<file path="src/rtl/keypad_matrix_model_bounce_gen.sv">
// Toggle generator for one bounce phase: loads a start level, then inverts
// it every TOGGLE cycles while the phase is running.
module keypad_matrix_model_bounce_gen #(
    parameter int TOGGLE = 4
) (
    input  logic i_clk,
    input  logic i_rst_n,
    input  logic i_load,
    input  logic i_init,
    input  logic i_run,
    output logic o_level
);

    localparam int TW = $clog2(TOGGLE) + 1;
    localparam logic [TW-1:0] TOGGLE_RELOAD = TW'(TOGGLE - 1);

    logic [TW-1:0] r_tcnt;
    logic          r_level;

    always_ff @(posedge i_clk or negedge i_rst_n) begin
        if (!i_rst_n) begin
            r_tcnt  <= '0;
            r_level <= 1'b0;
        end else if (i_load) begin
            r_tcnt  <= TOGGLE_RELOAD;
            r_level <= i_init;
        end else if (i_run) begin
            if (r_tcnt == '0) begin
                r_tcnt  <= TOGGLE_RELOAD;
                r_level <= ~r_level;
            end else begin
                r_tcnt <= r_tcnt - 1'b1;
            end
        end
    end

    assign o_level = r_level;

endmodule

</file>
<file path="config.mk">
export PLATFORM = sky130hd
export DESIGN_NAME = keypad_matrix_model_bounce_gen
export DESIGN_NICKNAME = d
export VERILOG_FILES = /design/src/rtl/keypad_matrix_model_bounce_gen.sv
export SDC_FILE = /design/constraint.sdc
export NUM_CORES = 1
export LEC_CHECK = 0
export BUFFER_PORTS_ARGS = -buffer_cell sky130_fd_sc_hd__buf_2
export CAP_MARGIN = 20
export CORE_AREA = 2 2 39 41
export CTS_CLUSTER_DIAMETER = 50
export DETAILED_ROUTE_END_ITERATION = 6
export DIE_AREA = 0 0 41 43
export GPL_ROUTABILITY_DRIVEN = 0
export GPL_TIMING_DRIVEN = 0
export HOLD_SLACK_MARGIN = 0.15
export SETUP_SLACK_MARGIN = 0.2
export SLEW_MARGIN = 40
export SYNTH_ARGS = -nofsm -noshare
export SYNTH_HDL_FRONTEND = slang
export SYNTH_SLANG_ARGS = --single-unit
export TNS_END_PERCENT = 20
</file>
<file path="constraint.sdc">
create_clock -name i_clk -period 2.8 [get_ports i_clk]
set_clock_uncertainty 0.05 [all_clocks]
set_input_delay 0.28 -clock i_clk [delete_from_list [all_inputs] [get_ports i_clk]]
set_output_delay 0.28 -clock i_clk [all_outputs]
set_load 0.005 [all_outputs]
</file>
==> results of run 1 <==
[routing by layer]
metal / vias to the layer above / global-route usage (%) / wire, um
li1: 94 / - / -
met1: 84 / 7.17 / 175
met2: 7 / 6.56 / 165
met3: 0 / 1.57 / 17
met4: 0 / 8.00 / 0
met5: - / 0 / 0
[registers in the layout (all words and copies together) (netlist names)]
register and flops:
r_tcnt 3, o_level 1
[cell type report]
cell class / instances / area [um^2]
Multi-Input combinational cell: 17 / 115
Clock buffer: 3 / 22.5
Fill cell: 151 / 1080
Sequential cell: 4 / 100
Tap cell: 16 / 20.0
Inverter: 2 / 7.51
Timing Repair Buffer: 6 / 35.0
[worst register-to-register path, stage by stage, from the launching register on]
cell      delay, ps
dfrtp_1         350
inv_1            60
ha_1            220
nand2b_1         90
a31oi_1          90
or2_1           210
[worst paths after layout]
kind | from | to | slack (ps) | depth (start not counted)
setup / recovery | r_tcnt[0] | r_tcnt[1] | 1610 | 5
hold reg to reg | r_tcnt[0] | r_tcnt[0] | 490 | 2
min in group asynchronous | i_rst_n | r_tcnt[0] | 330 | 2
setup reg to reg | r_tcnt[0] | r_tcnt[1] | 1610 | 5
max in group asynchronous | i_rst_n | r_tcnt[2] | 2260 | 2
hold / removal | i_load | r_tcnt[2] | 200 | 2
[timing repair]
item,in CTS,in global routing
hold endpoints to repair,4,0
gates resized for setup,0,0
hold buffers,1,0
[cell usage in the layout, fill, tap and decap left out]
cell type	n
a31oi_1	1
and3_1	1
buf_2	5
clkbuf_4	3
dfrtp_1	4
dlygate4sd3_1	1
ha_1	2
inv_1	2
mux2i_1	1
nand2_1	2
nand2b_1	1
nand3b_1	1
nor2_1	4
o21ai_1	1
o21bai_2	1
or2_1	1
xor2_1	1
[cells by family (layout without fill, tap and decap cells)]
family | after synthesis | after routing | share of synthesized area, %
xor gates and xnor gates | 1 | 1 | 3.93
muxes | 1 | 1 | 4.49
and+or+nand+nor | 10 | 10 | 21.9
AOI/OAI and AO/OA | 3 | 3 | 10.1
adders and majority gates | 2 | 2 | 11.2
DFF | 4 | 4 | 44.9
buffers and inverters | 2 | 11 | 3.37
[report_power, final]
part	internal, uW	switching, uW	total (uW)
combinational	9.52	9.12	18.6
clock	47.9	22.3	70.1
sequential	61.8	2.16	63.9
[stage by stage]
step                      total power, uW  setup slack, ps
after floorplan                      74.2             1690
after global placement               82.2             1620
after detailed placement             82.4             1620
after CTS                             157             1610
after global routing                  167             1540
final                                 153             1610
[cells in the mapped netlist (all sizes together)]
library cell	number	share of area [%]
dfrtp	4	45
nor2	4	6.7
ha	2	11
inv	2	3.4
nand2	2	3.4
a31oi	1	2.8
and3	1	2.8
mux2i	1	4.5
nand2b	1	2.8
nand3b	1	3.4
o21ai	1	2.2
o21bai	1	5.1
or2	1	2.8
xor2	1	3.9
==> reports/metrics.yaml, run 1 <==
placed_cells: 44
cp_num_buf_inv: 1
cts_tree: "built"
grt_pass1_wl_um: 634
fin_nets: 41
period_needed_ps: 1190
initial_core_util_pct: 16.1
worstSetupEndpointType: "register"
grt_pass1_vias: 171
status: "finished clean"
crit_family: "flip-flops"
synth_cell_types: 14
cts_max_level: 1
syn_to_final_growth_pct: 34.8
clk_latency_ps: 230
syn_area_um2: 223
port_buffers: 5
cpMaxStageDelayCell: "dfrtp_1"
min_path_type: "primary input to register"
setup_violations: 0
overflow: 0
row_count: 14
cp-start-kind: "register"
ios: 6
die_area_mm2: 0.00176
holdWs_ps: 205
vias: 185
p_leak_uw: 0.000155
drt_pass1_iterations: 4
grt_start_max_net_pins: 7
via_per_inst: 3.85
place_area_um2: 268
fin_util_pct: 21.7
cp_cell_sequence: "inv_1, ha_1, nand2b_1, a31oi_1, or2_1"
slew_headroom_pct: 90.7
synth_fp_nets: 30
arrival_ps: 1250
finalHoldViolations: 0
wl_per_cell_um: 7.46
antenna_cells: 0
period_share_pct: 42.4
power.density_mw_per_mm2: 509
drv_slew: 0
layoutNonFillerInstCount: 48
die_x_um: 41
route.antenna.remaining_nets: 0
core_area_mm2: 0.00138
path_clk_slew_ps: 40
wl_um: 358
cpPeakStageDelay_ps: 350
max_freq_mhz: 842
antenna_found_initial: 0
cts-root-buf: "clkbuf_4"
design_area_um2: 300
clock_path_buffers: 2
worst_pin_slew_ps: 136
drt_iter0_markers: 2
clock-sinks: 4
critical_path_class: "register to register"
grtUsageTotal_pct: 5.85
synth_cells: 23
ys_ff_latch: 4
peakVddDrop_uv: 197
cts_setup_buffers: 0
drc: 0
dp_hpwl_um: 285
path_max_fanout: 3
cp.required_ps: 2860
yosysWarnings: 0
cts_buffers: 3
drive_above_1_share_pct: 28.1
grt_setup_unrepaired: "false"
synth.avg_cell_area_um2: 9.68
maxCapViolCount: 0
die_y_um: 43
synth_seq_area_share_pct: 44.9
tns_ps: 0
Note: power is estimated with default switching activity, not from simulation.
==> run 2: changes to the inputs <==
==> constraint.sdc (replaced) <==
create_clock -name i_clk -period 1 [get_ports i_clk]
set_clock_uncertainty 0.05 [all_clocks]
set_input_delay 0.1 -clock i_clk [delete_from_list [all_inputs] [get_ports i_clk]]
set_output_delay 0.1 -clock i_clk [all_outputs]
set_load 0.005 [all_outputs]
==> run 2 against run 1 <==
The run now ends with negative setup slack left. Core utilization is 3.1 points higher. Count of clock-buffer cells in the layout stayed put. First-iteration DRC count is 50% lower. Die area stayed put. Cell count is 6.3% higher. Sequential share of layout area is 4.1 points lower. Power grew to 3.0 times the previous value. Worst hold slack worse by 180 ps. Largest cell class unchanged.
==> reports/metrics.yaml, run 2 (same netlist as run 1, synthesis figures left out) <==
syn_to_final_growth_pct: 53.9
holdPathStages: 2  # unchanged
antenna_found_initial: 0  # unchanged
via_per_inst: 3.86  # +0.22%
violations: "negative setup slack"
drt_iter0_markers: 1  # -1
power.density_mw_per_mm2: 1320  # +160%
cpPeakStageDelay_ps: 350  # about the same
max_freq_mhz: 868  # +3.1%
grt_pass1_wl_um: 710  # +12%
vias: 197  # +6.5%
path_max_fanout: 3  # unchanged
grt_setup_unrepaired: "true"
path_clk_slew_ps: 40  # about the same
port_buffers: 5  # unchanged
peakVddDrop_uv: 557  # +180%
largest_register: "r_tcnt"
min_path_type: "primary input to register"
finalHoldViolations: 0  # unchanged
cts_buffers: 3  # unchanged
wl_um: 436  # +22%
drc: 0  # unchanged
design_area_um2: 343  # +14%
clock-sinks: 4  # unchanged
die_area_mm2: 0.00176  # unchanged
cp.required_ps: 1060  # -1800 ps
grt_start_max_net_pins: 7  # unchanged
regToRegSetupSlack_ps: -150  # -1760 ps
period_share_pct: 115  # +73 points
drv_slew: 0  # unchanged
drt_pass1_iterations: 3  # -1
p_leak_uw: 0.000162  # +4.5%
cts_max_level: 1  # unchanged
maxCapViolCount: 0  # unchanged
dp_hpwl_um: 300  # +5.3%
status: "finished, violations left"
route.antenna.remaining_nets: 0  # unchanged
antenna_cells: 0  # unchanged
largest_reg_flops: 3  # unchanged
initial_core_util_pct: 16.1  # unchanged
cp_num_buf_inv: 1  # unchanged
slew_headroom_pct: 90.1  # -0.64 points
arrival_ps: 1220  # -30 ps
holdWs_ps: 25.9  # -179 ps
critical_path_class: "register to register"
layoutNonFillerInstCount: 51  # +6.3%
placed_cells: 44  # unchanged
cp_cell_sequence: "inv_2, ha_4, nand2b_1, a31oi_1, or2_1"
wl_per_cell_um: 8.55  # +15%
setup_violations: 4  # +4
worstSetupEndpointType: "register"
overflow: 0  # unchanged
row_count: 14  # unchanged
fin_util_pct: 24.8  # +3.1 points
mostFrequentLayoutCells: "buf_2, nor2_1, dfrtp_1"
core_area_mm2: 0.00138  # unchanged
ios: 6  # unchanged
cts-root-buf: "clkbuf_4"
cts_hold_buf: 2  # +1
die_x_um: 41  # unchanged
min_from: "i_load"
fin_nets: 44  # +7.3%
r2r_end: "r_tcnt[1]"
worst_pin_slew_ps: 145  # +9.39 ps
period_needed_ps: 1150  # -36.0 ps
die_y_um: 43  # unchanged
cts_tree: "built"
reg2reg_depth: 5  # unchanged
grt_pass1_vias: 190  # +11%
place_area_um2: 280  # +4.7%
hold-path-endpoint: "r_tcnt[2]"
cp-start-kind: "register"
layout_setup_ws_ps: -152  # -1760 ps
cpMaxStageDelayCell: "dfrtp_1"
grtUsageTotal_pct: 6.65  # +0.81 points
final_common_cell: "buf_2"
clock_path_buffers: 2  # unchanged
crit_family: "flip-flops"
clk_latency_ps: 230  # about the same
tns_ps: -443  # -443 ps
drive_above_1_share_pct: 42.9  # +15 points
r2r_start: "r_tcnt[0]"
-- run 2: changes by cell type in the layout (fill, tap and decap cells not counted), sizes merged --
cell | before | now
dlygate4sd3 | 1 | 2
buf | 5 | 7
-- run 2: timing repair --
item	4_1_cts	5_1_grt
pin swaps	0	1
gates resized for setup	1	1
setup buffers	1	1
endpoints found under the setup margin	5	5
endpoints found under the hold margin	8	8
-- run 2: cell type report --
cell class	count	area, um^2
repair buffers	9	60.1
fillers	149	1040
flip-flops and latches	4	100
inverters	2	7.51
well taps	16	20.0
clock buffers	3	22.5
multi-input cells	17	133
-- run 2: routing by layer --
metal	part of all wire (%)	wire length, um	GRT usage (%)	up-vias
met5	0	0	0	-
met4	0	0	8.00	0
met3	3.0	13	1.57	0
met2	49	213	8.44	5
met1	48	210	7.82	91
li1	-	-	-	101
-- run 2: worst register-to-register path, stage by stage, from the launching register on --
cell	delay (ps)
dfrtp_1	350
inv_2	60
ha_4	160
nand2b_1	100
a31oi_1	110
or2_1	210
-- run 2: per-stage QoR --
stage	setup WS [ps]	total power [uW]
after floorplan	-65.1	213
after global placement	-119	236
after detailed placement	-122	237
after CTS	-118	454
after global routing	-178	492
final	-152	451
-- run 2: where the power goes --
group / switching, uW / total (uW) / internal (uW)
Combinational: 33.2 / 74.9 / 41.7
Sequential: 6.75 / 180 / 173
Clock: 62.6 / 197 / 134
-- run 2: worst max path at each step --
stage / cells after the start / end / slack [ps] / from
2_1_floorplan: 4 / r_tcnt[1] / -70 / r_tcnt[0]
3_3_place_gp: 5 / r_tcnt[1] / -120 / r_tcnt[1]
3_5_place_dp: 4 / r_tcnt[1] / -120 / r_tcnt[1]
4_1_cts: 5 / r_tcnt[1] / -120 / r_tcnt[1]
5_1_grt: 5 / r_tcnt[1] / -180 / r_tcnt[1]
6_report: 5 / r_tcnt[1] / -150 / r_tcnt[0]
==> run 3: changes to the inputs <==
--- a/config.mk
+++ b/config.mk
@@ -15,6 +15,7 @@
 export GPL_TIMING_DRIVEN = 0
 export HOLD_SLACK_MARGIN = 0.15
 export SETUP_SLACK_MARGIN = 0.2
+export SKIP_CTS_REPAIR_TIMING = 1
 export SLEW_MARGIN = 40
 export SYNTH_ARGS = -nofsm -noshare
 export SYNTH_HDL_FRONTEND = slang
==> constraint.sdc (replaced) <==
create_clock -name i_clk -period 1 [get_ports i_clk]
set_clock_uncertainty 0.05 [all_clocks]
set_input_delay 0.1 -clock i_clk [delete_from_list [all_inputs] [get_ports i_clk]]
set_output_delay 0.1 -clock i_clk [all_outputs]
set_load 0.01 [all_outputs]
==> run 3 against run 2 <==
Power shrank 3.6%. Wire length shrank 15%. Non-clock buffer count shrank 3. Combinational power shrank 22%. Sequential power is essentially flat. Count of clock-buffer cells in the layout is the same. The run still ends with negative setup slack left. Critical path depth is the same. First-iteration DRC count is the same. Die area is the same.
==> reports/metrics.yaml, run 3 (same netlist as run 1, synthesis figures left out) <==
mostFrequentLayoutCells: "buf_2, nor2_1, dfrtp_1"
critPathCapture: "r_tcnt[1]"
worst_pin_slew_ps: 136  # -8.49 ps
worstSetupEndpointType: "register"
path_max_fanout: 3  # unchanged
drt_pass1_iterations: 4  # +1
pre_cts_slack_ps: -122  # unchanged
antenna_cells: 0  # unchanged
overflow: 0  # unchanged
die_area_mm2: 0.00176  # unchanged
setup_violations: 4  # unchanged
die_y_um: 43  # unchanged
ios: 6  # unchanged
via_per_inst: 3.79  # -1.8%
cts_max_level: 1  # unchanged
slew_headroom_pct: 90.6  # +0.58 points
max_freq_mhz: 884  # +1.8%
wl_um: 372  # -15%
core_area_mm2: 0.00138  # unchanged
critical_path_class: "register to register"
largest_register: "r_tcnt"
layoutNonFillerInstCount: 48  # -5.9%
antenna_found_initial: 0  # unchanged
status: "finished, violations left"
wl_per_cell_um: 7.75  # -9.3%
port_buffers: 5  # unchanged
power.density_mw_per_mm2: 1390  # +5.7%
grt_setup_unrepaired: "true"
clk_latency_ps: 230  # about the same
cp-start-kind: "register"
final_common_cell: "buf_2"
comb_power_share_pct: 13.5  # -3.1 points
startpoint: "r_tcnt[0]"
violations: "negative setup slack"
path_clk_slew_ps: 40  # about the same
cp.required_ps: 1060  # about the same
r2r_start: "r_tcnt[0]"
row_count: 14  # unchanged
cts_tree: "built"
fin_nets: 41  # -6.8%
grt_pass1_vias: 170  # -11%
drive_above_1_share_pct: 37.5  # -5.4 points
die_x_um: 41  # unchanged
grt_pass1_wl_um: 648  # -8.7%
grtUsageTotal_pct: 6.15  # -0.50 points
drc: 0  # unchanged
r2r_end: "r_tcnt[1]"
syn_to_final_growth_pct: 40.4
initial_core_util_pct: 16.1  # unchanged
largest_reg_flops: 3  # unchanged
route.antenna.remaining_nets: 0  # unchanged
seq_power_share_pct: 41.4  # +1.6 points
grt_start_max_net_pins: 7  # unchanged
clock-sinks: 4  # unchanged
maxCapViolCount: 0  # unchanged
cts_buffers: 3  # unchanged
p_clk_share_pct: 45.1  # +1.5 points
clock_path_buffers: 2  # unchanged
tns_ps: -441  # +1.33 ps
p_switching_uw: 99.3  # -3.1%
min_path_type: "primary input to register"
nFillCells: 147  # -1.3%
finalHoldViolations: 0  # unchanged
drt_iter0_markers: 1  # unchanged
regToRegSetupSlack_ps: -130  # +20 ps
intPower_uw: 336  # -3.7%
period_share_pct: 113  # -2.1 points
cts-root-buf: "clkbuf_4"
vias: 182  # -7.6%
swShare_pct: 22.8  # +0.11 points
peakVddDrop_uv: 556  # -0.16%
reg2reg_depth: 5  # unchanged
period_needed_ps: 1130  # -20.7 ps
p_leak_uw: 0.000149  # -8.0%
layout_setup_ws_ps: -132  # +20.7 ps
dp_hpwl_um: 300  # unchanged
drv_slew: 0  # unchanged
placed_cells: 44  # unchanged
arrival_ps: 1200  # -20 ps
run 3: changes by cell type in the layout (fill, tap and decap cells not counted), sizes merged:
| cell | change |
|---|---|
| buf | -2 |
| dlygate4sd3 | -1 |
run 3: through the flow:
step / utilization [%] / hold slack (ps) / total power (uW) / instance area [um^2]
detailed placement: 20.3 / -142 / 238 / 280
global route: 22.6 / 22.1 / 477 / 313
finish: 22.6 / 26.4 / 435 / 313
CTS: 21.9 / -395 / 445 / 303
global placement: 20.3 / -143 / 237 / 280
floorplan: - / -246 / 214 / 235
run 3: worst max-delay path, stage by stage (launching register included):
cell and delay, ps:
dfrtp_1 360, inv_2 60, ha_4 160, nand2b_1 80, a31oi_1 90, or2_1 210
run 3: power groups by stage:
stage / Sequential (uW) / Clock (uW) / Combinational [uW]
floorplan: 183 / 0 / 31.4
global placement: 182 / 0 / 55.7
detailed placement: 182 / 0 / 56.3
CTS: 180 / 208 / 56.8
global route: 182 / 228 / 67.0
finish: 180 / 196 / 58.6
run 3: cell type report:
class | count | area [um^2] | area share (%)
clock buffers | 3 | 22.5 | 7.20
repair buffers | 6 | 35.0 | 11.2
inverters | 2 | 7.51 | 2.40
flip-flops and latches | 4 | 100 | 32.0
well taps | 16 | 20.0 | 6.40
multi-input cells | 17 | 128 | 40.8
run 3: worst min path at each step:
stage / depth (start not counted) / endpoint / start
after floorplan: 0 / o_level / i_rst_n
after global placement: 1 / r_tcnt[1] / i_rst_n
after detailed placement: 1 / r_tcnt[0] / i_rst_n
after CTS: 1 / r_tcnt[1] / i_rst_n
after global routing: 2 / r_tcnt[2] / i_load
final: 2 / r_tcnt[2] / i_load
run 3: layer usage:
metal  routed length [um]  GRT usage, %  up-vias
li1                     -             -       96
met1                  194          7.82       81
met2                  163          6.88        5
met3                   13          1.57        0
met4                    0          8.00        0
met5                    0             0        -
